[config.mk]
export PLATFORM = sky130hd
export DESIGN_NAME = mouse_pos_decoder
export DESIGN_NICKNAME = d
export VERILOG_FILES = /design/src/rtl/mouse_pkg.sv /design/src/rtl/mouse_axis_clamp.sv /design/src/rtl/mouse_pos_decoder.sv
export SDC_FILE = /design/constraint.sdc
export NUM_CORES = 1
export LEC_CHECK = 0
export ABC_AREA = 1
export ABC_CLOCK_PERIOD_IN_PS = 2080
export BUFFER_PORTS_ARGS = -buffer_cell sky130_fd_sc_hd__buf_2
export CORE_MARGIN = 10
export CORE_UTILIZATION = 45
export CTS_CLUSTER_SIZE = 8
export DETAILED_ROUTE_END_ITERATION = 6
export GPL_TIMING_DRIVEN = 0
export PLACE_DENSITY_LB_ADDON = 0.05
export SETUP_SLACK_MARGIN = 0.5
export SLEW_MARGIN = 20
export SYNTH_ARGS = -nofsm -noshare
export SYNTH_HDL_FRONTEND = slang
export SYNTH_SLANG_ARGS = --single-unit
[constraint.sdc]
create_clock -name clk -period 2.08 [get_ports clk]
set_input_delay 0.104 -clock clk [delete_from_list [all_inputs] [get_ports clk]]
set_output_delay 0.104 -clock clk [all_outputs]
set_load 0.02 [all_outputs]
[src/rtl/mouse_pkg.sv]
// Shared types and constants for the PS/2 mouse position decoder.
// Status-byte bit positions follow the standard 3-byte PS/2 mouse packet layout.
package mouse_pkg;

  typedef enum logic [1:0] {
    WAIT_B0,
    WAIT_B1,
    WAIT_B2,
    UPDATE
  } state_t;

  localparam int POS_W = 12;
  localparam int SUM_W = 14;

  localparam int ST_LEFT   = 0;
  localparam int ST_RIGHT  = 1;
  localparam int ST_MIDDLE = 2;
  localparam int ST_SYNC   = 3;
  localparam int ST_XSIGN  = 4;
  localparam int ST_YSIGN  = 5;
  localparam int ST_XOVF   = 6;
  localparam int ST_YOVF   = 7;

endpackage

[src/rtl/mouse_axis_clamp.sv]
// One cursor axis: applies a 9-bit signed delta (zeroed on overflow), then clamps to 0..MAX.
// Purely combinational; the caller registers the result.
module mouse_axis_clamp
  import mouse_pkg::*;
#(
  parameter int MAX      = 1023,
  parameter bit SUBTRACT = 1'b0
) (
  input  logic [POS_W-1:0] i_pos,
  input  logic             i_sign,
  input  logic [7:0]       i_low,
  input  logic             i_ovf,
  output logic [POS_W-1:0] o_pos
);

  localparam logic signed [SUM_W-1:0] MAX_S = SUM_W'(MAX);
  localparam logic        [POS_W-1:0] MAX_U = POS_W'(MAX);

  logic signed [SUM_W-1:0] w_pos;
  logic signed [SUM_W-1:0] w_delta;
  logic signed [SUM_W-1:0] w_sum;

  assign w_pos   = $signed({{(SUM_W-POS_W){1'b0}}, i_pos});
  assign w_delta = i_ovf ? '0 : $signed({{(SUM_W-9){i_sign}}, i_sign, i_low});
  assign w_sum   = SUBTRACT ? (w_pos - w_delta) : (w_pos + w_delta);

  // Screen Y grows downward while mouse Y grows upward, hence the subtracting mode.
  always_comb begin
    if (w_sum[SUM_W-1]) begin
      o_pos = '0;
    end else if (w_sum > MAX_S) begin
      o_pos = MAX_U;
    end else begin
      o_pos = w_sum[POS_W-1:0];
    end
  end

endmodule

[src/rtl/mouse_pos_decoder.sv]
// Decodes 3-byte PS/2 mouse packets into a clamped cursor position and button state.
// Outputs update two cycles after the last packet byte is accepted; bad sync or idle timeout pulses pkt_err.
module mouse_pos_decoder
  import mouse_pkg::*;
#(
  parameter int X_MAX   = 1023,
  parameter int Y_MAX   = 767,
  parameter int X_INIT  = 512,
  parameter int Y_INIT  = 384,
  parameter int TIMEOUT = 65000
) (
  input  logic        clk,
  input  logic        rst,
  input  logic [7:0]  rx_data,
  input  logic        rx_valid,
  output logic [11:0] xpos,
  output logic [11:0] ypos,
  output logic        btn_left,
  output logic        btn_right,
  output logic        btn_middle,
  output logic        pos_valid,
  output logic        pkt_err
);

  localparam int                 IDLE_W    = $clog2(TIMEOUT + 1);
  localparam logic [IDLE_W-1:0]  IDLE_LAST = IDLE_W'(TIMEOUT - 1);

  state_t r_state;
  state_t w_state_nxt;

  logic [7:0]        r_status;
  logic [7:0]        r_dx_lo;
  logic [7:0]        r_dy_lo;
  logic [IDLE_W-1:0] r_idle;
  logic [POS_W-1:0]  r_xpos;
  logic [POS_W-1:0]  r_ypos;
  logic [2:0]        r_btn;
  logic              r_pos_valid;
  logic              r_pkt_err;

  logic [POS_W-1:0]  w_new_x;
  logic [POS_W-1:0]  w_new_y;
  logic              w_ld_status;
  logic              w_ld_dx;
  logic              w_ld_dy;
  logic              w_idle_inc;
  logic              w_err;
  logic              w_update;
  logic              w_unused_sync;

  // The sync bit is only inspected on arrival; the latched copy is always 1.
  assign w_unused_sync = r_status[ST_SYNC];

  always_ff @(posedge clk) begin
    if (rst) begin
      r_state <= WAIT_B0;
    end else begin
      r_state <= w_state_nxt;
    end
  end

  always_comb begin
    w_state_nxt = r_state;
    w_ld_status = 1'b0;
    w_ld_dx     = 1'b0;
    w_ld_dy     = 1'b0;
    w_idle_inc  = 1'b0;
    w_err       = 1'b0;
    w_update    = 1'b0;
    case (r_state)
      // UPDATE also listens for a new status byte so back-to-back packets lose nothing.
      WAIT_B0, UPDATE: begin
        w_update    = (r_state == UPDATE);
        w_state_nxt = WAIT_B0;
        if (rx_valid) begin
          if (rx_data[ST_SYNC]) begin
            w_ld_status = 1'b1;
            w_state_nxt = WAIT_B1;
          end else begin
            w_err = 1'b1;
          end
        end
      end
      WAIT_B1: begin
        if (rx_valid) begin
          w_ld_dx     = 1'b1;
          w_state_nxt = WAIT_B2;
        end else if (r_idle == IDLE_LAST) begin
          w_err       = 1'b1;
          w_state_nxt = WAIT_B0;
        end else begin
          w_idle_inc = 1'b1;
        end
      end
      WAIT_B2: begin
        if (rx_valid) begin
          w_ld_dy     = 1'b1;
          w_state_nxt = UPDATE;
        end else if (r_idle == IDLE_LAST) begin
          w_err       = 1'b1;
          w_state_nxt = WAIT_B0;
        end else begin
          w_idle_inc = 1'b1;
        end
      end
      default: begin
        w_state_nxt = WAIT_B0;
      end
    endcase
  end

  mouse_axis_clamp #(
    .MAX      (X_MAX),
    .SUBTRACT (1'b0)
  ) u_clamp_x (
    .i_pos  (r_xpos),
    .i_sign (r_status[ST_XSIGN]),
    .i_low  (r_dx_lo),
    .i_ovf  (r_status[ST_XOVF]),
    .o_pos  (w_new_x)
  );

  mouse_axis_clamp #(
    .MAX      (Y_MAX),
    .SUBTRACT (1'b1)
  ) u_clamp_y (
    .i_pos  (r_ypos),
    .i_sign (r_status[ST_YSIGN]),
    .i_low  (r_dy_lo),
    .i_ovf  (r_status[ST_YOVF]),
    .o_pos  (w_new_y)
  );

  always_ff @(posedge clk) begin
    if (rst) begin
      r_status    <= '0;
      r_dx_lo     <= '0;
      r_dy_lo     <= '0;
      r_idle      <= '0;
      r_xpos      <= POS_W'(X_INIT);
      r_ypos      <= POS_W'(Y_INIT);
      r_btn       <= '0;
      r_pos_valid <= 1'b0;
      r_pkt_err   <= 1'b0;
    end else begin
      if (w_ld_status) r_status <= rx_data;
      if (w_ld_dx)     r_dx_lo  <= rx_data;
      if (w_ld_dy)     r_dy_lo  <= rx_data;
      r_idle      <= w_idle_inc ? r_idle + 1'b1 : '0;
      r_pos_valid <= w_update;
      r_pkt_err   <= w_err;
      if (w_update) begin
        r_xpos <= w_new_x;
        r_ypos <= w_new_y;
        r_btn  <= {r_status[ST_MIDDLE], r_status[ST_RIGHT], r_status[ST_LEFT]};
      end
    end
  end

  assign xpos       = r_xpos;
  assign ypos       = r_ypos;
  assign btn_left   = r_btn[0];
  assign btn_right  = r_btn[1];
  assign btn_middle = r_btn[2];
  assign pos_valid  = r_pos_valid;
  assign pkt_err    = r_pkt_err;

endmodule

# --- Word level (Yosys, flattened, before mapping) ---
# Index checks and enable logic that the tools add are counted.
classes:
  addsub: 3
  n_mul: 0
  div_mod_pow: 0
  n_lt_le_gt_ge: 2
  eq_ne: 4
  n_shift: 0
  mux: 27
  bitwise: 1
  reduce_logical: 4
op_table:
  columns: ["cell", "count"]
  rows:
  - ["12-bit two-way mux", 4]
  - ["14-bit by 11-bit > comparator with 1-bit output, second input constant", 2]
  - ["14-bit two-way mux", 2]
  - ["16-bit by 1-bit adder with 16-bit output, second input constant", 1]
  - ["16-bit == test, second input constant", 1]
  - ["1-bit two-way mux", 16]
  - ["13-bit by 14-bit adder with 14-bit output", 1]
  - ["13-bit by 14-bit subtractor with 14-bit output", 1]
  - ["2-bit two-way mux", 3]
  - ["2-bit one-hot mux with 3 select lines", 1]
  - ["2-bit OR reduction", 3]
  - ["2-bit == test, second input constant", 2]
  - ["2-bit by 1-bit == test with 1-bit output, second input constant", 1]
  - ["2-bit logical NOT", 1]
  - ["1-bit one-hot mux with 2 select lines", 1]
  - ["1-bit NOT", 1]
totals:
  reg_bits: 71
  latchBits: 0
  mem_bits_rw: 0
  rom_bits: 0
  inputBits: 11
  output_inout_bits: 29
  mem_count: 0

# --- Longest topological paths before layout ---
logic_depth:
  depth_word: 6
  mapped_depth: 18
  ltp_nobuf: 18

# --- Modules after synthesis ---
# Synthesis repeated with hierarchy kept, for this count alone.
hier_totals:
  cells_unflattened: 734
  area_unflattened_um2: 4747.1
by_module_without_submodules:
  columns: ["mod", "n_inst", "cells_per_inst", "area_each_um2", "seq_area_each_um2"]
  rows:
  - ["mouse_pos_decoder", 1, 378, 2777.7, 1401.3]
  - ["mouse_axis_clamp at u_clamp_y", 1, 190, 1029.7, 0.0]
  - ["mouse_axis_clamp at u_clamp_x", 1, 166, 939.7, 0.0]

# --- Worst setup path after synthesis ---
# OpenSTA, ideal clock, no wires.
synth_path:
  path_type: "register to register"
  startpoint: "reg r_ypos[0], in the netlist ypos[0]"
  endpoint: "reg r_ypos[8], in the netlist ypos[8]"
  arrival_time_ps: 2089
  required_time_ps: 1965
  setup_slack_ps: -124
  stages_incl_launch_ff: 16
  n_path_buf: 0
  synth_period_minus_slack_ps: 2204
  cell_sequence: "dfxtp_1 -> inv_1 -> ha_1 -> fa_1 -> inv_1 -> nand3_1 -> nand3_1 -> nand2_1 -> nand2_1 -> nand2_1 -> nand2_1 -> nand4_1 -> nand2_1 -> clkinv_1 -> nand4_1 -> nand2_1"
synth_between:
  elab_chain_cells: 4
synth_rtl:
  columns: ["element", "line_no", "rtl"]
  rows:
  - ["from (decl)", "mouse_pos_decoder.sv:36", "logic [POS_W-1:0] r_ypos;"]
  - ["from (signal assigned)", "mouse_pos_decoder.sv:141", "r_ypos <= POS_W'(Y_INIT);"]
  - ["from (signal assigned)", "mouse_pos_decoder.sv:154", "r_ypos <= w_new_y;"]
  - ["13-bit by 14-bit subtractor with 14-bit output *", "mouse_axis_clamp.sv:25", "assign w_sum = SUBTRACT ? (w_pos - w_delta) : (w_pos + w_delta);"]
  - ["14-bit by 11-bit > comparator with 1-bit output", "mouse_axis_clamp.sv:31", "end else if (w_sum > MAX_S) begin"]
  - ["12-bit two-way mux", "mouse_axis_clamp.sv:31", null]
  - ["12-bit two-way mux *", "mouse_axis_clamp.sv:29", "if (w_sum[SUM_W-1]) begin"]
# Every way passes the cells marked *; elsewhere a longest branch is shown, timed or not.
# A chain may end at the register's enable or synchronous reset.

# --- Worst setup path in the final report ---
layout_path:
  startpoint: "reg r_status[7]"
  endpoint: "reg r_ypos[3], in the netlist ypos[3]"
layout_between:
  elab_chain_cells: 5
layout_rtl:
  columns: ["element", "line_no", "rtl"]
  rows:
  - ["from (decl)", "mouse_pos_decoder.sv:31", "logic [7:0] r_status;"]
  - ["from (signal assigned)", "mouse_pos_decoder.sv:146", "if (w_ld_status) r_status <= rx_data;"]
  - ["14-bit two-way mux *", "mouse_axis_clamp.sv:24", "assign w_delta = i_ovf ? '0 : $signed({{(SUM_W-9){i_sign}}, i_sign, i_low});"]
  - ["13-bit by 14-bit subtractor with 14-bit output *", "mouse_axis_clamp.sv:25", null]
  - ["14-bit by 11-bit > comparator with 1-bit output", "mouse_axis_clamp.sv:31", null]
  - ["12-bit two-way mux", "mouse_axis_clamp.sv:31", null]
  - ["12-bit two-way mux *", "mouse_axis_clamp.sv:29", null]
# Marked as above.

==> reports/results.ini <==
[outcome]
status = finished, violations left
violations = negative setup slack

[setup_path]
cp-start-kind = register
reg2reg_to = ypos[3]$_SDFFE_PP0P_
arrival_ns = 2.45
cp-end-kind = register
crit_required_ns = 2.32
critPathKind = register to register
timing.reg2reg.setup_slack_ns = -0.13
r2r_cells = 14
rr_startpoint = r_status[7]$_SDFFE_PP0P_
crit_fanout = 8

[logic_synthesis]
async_flop_share = 0
syn_inst = 642
yosysTopAreaCellShare = 0.334
synth_nets = 683
synth_warnings = 0
avgSynthCellArea_sq_um = 6.54
netlist_area_sq_um = 4200
synth.distinct_cells = 36
yosys-top-cells-count = nand2_1 (197), inv_1 (90), dfxtp_1 (70), nor2_1 (57), nand3_1 (46)
synth_seq_cells = 70
synth-edff-count = 0
yosysSeqAreaShare = 0.334
netlist_top_cells_area = dfxtp_1 (33%), nand2_1 (18%), ha_1 (8.3%)
synth_flop_cell = dfxtp_1
synth.largest_area_cell = dfxtp_1
yosysMostFrequentCell = nand2_1

[placement]
dp_cells = 792
gp_congestion = 0.904
dpl.hpwl_um = 8230
io_buffers = 39

[clock_network]
clk_latency_ns = 0.34
clk_pin_slew_ns = 0.08
clock-root-buffer = clkbuf_8
clock_sinks = 70
cts_buffers = 9
htreeDepth = 3
cts_buffer_depth = 2
tritoncts = yes

[floorplanning]
row_count = 35
die_w_um = 117
io_pins = 40
die_area_sq_um = 13600
start_util = 0.459
dieHeight_um = 117
coreArea_sq_um = 9150

[pwr]
total_leakage_power_nw = 2.77
power.density_nw_per_um2 = 503
ir_drop_mv = 0.326

[sta]
min_period_over_period = 1.06
fin_worst_skew_ns = 0.0120
setup_viol = 20
hold_violations = 0
layout_min_cycle_time_ns = 2.21
rsz0062_at_grt = true
slew_headroom = 0.441
tns_ns = -1.62
worst_slew_pin_slew_ns = 0.838
final_max_slew_viol_count = 0
layout_setup_ws_ns = -0.131
fmax_mhz = 452

[cells_and_area]
syn2layout_area_growth_pct = 39.9
n_antenna_cell = 0
drive_above_1_share = 0.365
stdcell_count = 851
finalNetCount = 777

[grt]
grt_pass1_vias = 4115
grt_pass1_wl_um = 19100
grt_use_total = 0.174
grt-ovfl-total = 0
grt_max_degree = 12
grt_antenna_before_repair = 0

[route]
routed_wl_um = 12000
dr.first_iter.drc_count = 223
drcViolationCount = 0
wl_per_cell_um = 14.1
via_per_inst = 5.18
drtPass1Iterations = 5
ant_nets = 0
vias = 4404

[worst_hold_path]
hp-class = input pin to register
worstHoldEndpoint = r_dy_lo[2]$_SDFFE_PP0P_
min_from = rx_data[2]
hold-path-cell-count = 3

[flow_run]
maxCapViolations = 0

==> worst max-delay path, cell delays in order (launching register included) <==
cell and delay (ns):
dfxtp_4 0.38, inv_8 0.10, nand2_1 0.09, ha_4 0.30
nand2_1 0.10, nor2_1 0.22, nand3_1 0.16, nand3_1 0.11
nand2_1 0.05, nand2_1 0.07, nand3_2 0.13, nand2_2 0.19
nand3_2 0.07, nand2_1 0.06, nand2_1 0.05
==> area by class of cell <==
type	count	area, sq um
Sequential cell	70	1420
Timing Repair inverter	1	8.76
Buffer	9	55.1
Timing Repair Buffer	80	529
Tap cell	111	139
Clock buffer	11	141
Multi-Input combinational cell	472	3170
Inverter	93	367
Fill cell	843	3270
Clock inverter	4	47.5
==> cell families (layout without fill, tap and decap cells) <==
| family | count (synthesis) | count (layout) | synth area share |
|---|---|---|---|
| AO/OA/AOI/OAI | 88 | 88 | 0.111 |
| flip-flops | 70 | 70 | 0.334 |
| buffers and inverters | 102 | 198 | 0.0938 |
| XOR/XNOR | 14 | 14 | 0.0292 |
| adder cells (fa/ha/maj) | 30 | 30 | 0.0929 |
| AND/OR/NAND/NOR | 338 | 340 | 0.339 |
==> worst max-delay path by stage <==
stage | startpoint | slack [ns] | cells after the start | end
finish | r_status[7]$_SDFFE_PP0P_ | -0.13 | 14 | ypos[3]$_SDFFE_PP0P_
global route | r_status[7]$_SDFFE_PP0P_ | -0.22 | 14 | ypos[3]$_SDFFE_PP0P_
CTS | r_status[6]$_SDFFE_PP0P_ | -0.06 | 16 | xpos[9]$_SDFFE_PP1P_
detailed placement | r_status[6]$_SDFFE_PP0P_ | -0.26 | 13 | xpos[0]$_SDFFE_PP0P_
global placement | r_status[6]$_SDFFE_PP0P_ | -0.23 | 13 | xpos[1]$_SDFFE_PP0P_
floorplan | r_status[6]$_SDFFE_PP0P_ | 0.10 | 13 | xpos[0]$_SDFFE_PP0P_
==> per-layer routing <==
layer / vias to the layer above / track usage / wire length (um)
li1: 2245 / - / -
met5: - / 0 / 0
met2: 118 / 0.266 / 5510
met3: 20 / 0.0339 / 688
met4: 0 / 0.0692 / 193
met1: 2021 / 0.234 / 5630
==> sequential cells by signal (all words and copies together), names as in the netlist <==
name	flops
r_dx_lo	8
ypos	12
r_dy_lo	8
pkt_err	1
pos_valid	1
r_state	2
r_status	7
r_btn	3
xpos	12
r_idle	16
==> placed cells by master, fill, tap and decap left out, drive strengths merged <==
cell         count
a21boi           1
a21oi           42
a31oi            1
and3             1
buf             83
bufinv           1
clkbuf          16
clkinv           4
clkinvlp         1
dfxtp           70
dlygate4sd3      1
fa               2
ha              28
inv             92
nand2          204
nand3           47
nand4            8
nor2            63
nor3            15
nor3b            2
o211ai           1
o21a             1
o21ai           36
o21bai           4
o22ai            1
o41ai            1
xnor2            8
xor2             6
==> stage by stage <==
stage | instance area, sq um | worst slack [ns] | hold slack, ns | power [mW] | util
after CTS | 5440 | -0.0649 | 0.0677 | 2.94 | 0.594
after detailed placement | 4730 | -0.261 | 0.361 | 1.77 | 0.517
after global placement | 4730 | -0.235 | 0.376 | 1.76 | 0.517
after global routing | 5880 | -0.224 | 0.0821 | 3.09 | 0.642
final | 5880 | -0.131 | 0.0768 | 2.96 | 0.642
after floorplan | 4400 | 0.105 | 0.209 | 1.68 | -
==> power by group <==
group,switching [mW],total [mW],internal [mW]
Clock,0.519,1.10,0.577
Combinational,0.316,0.498,0.182
Sequential,0.0128,1.36,1.35
==> what timing repair did <==
item / CTS / global route
gates cloned: 4 / 0
endpoints found under the setup margin: 43 / 45
resized for setup: 79 / 84
hold buffers: 1 / 0
hold endpoints to repair: 1 / 0
buffers inserted: 21 / 18
pin swaps: 37 / 56
(Power assumes the default switching activity.)
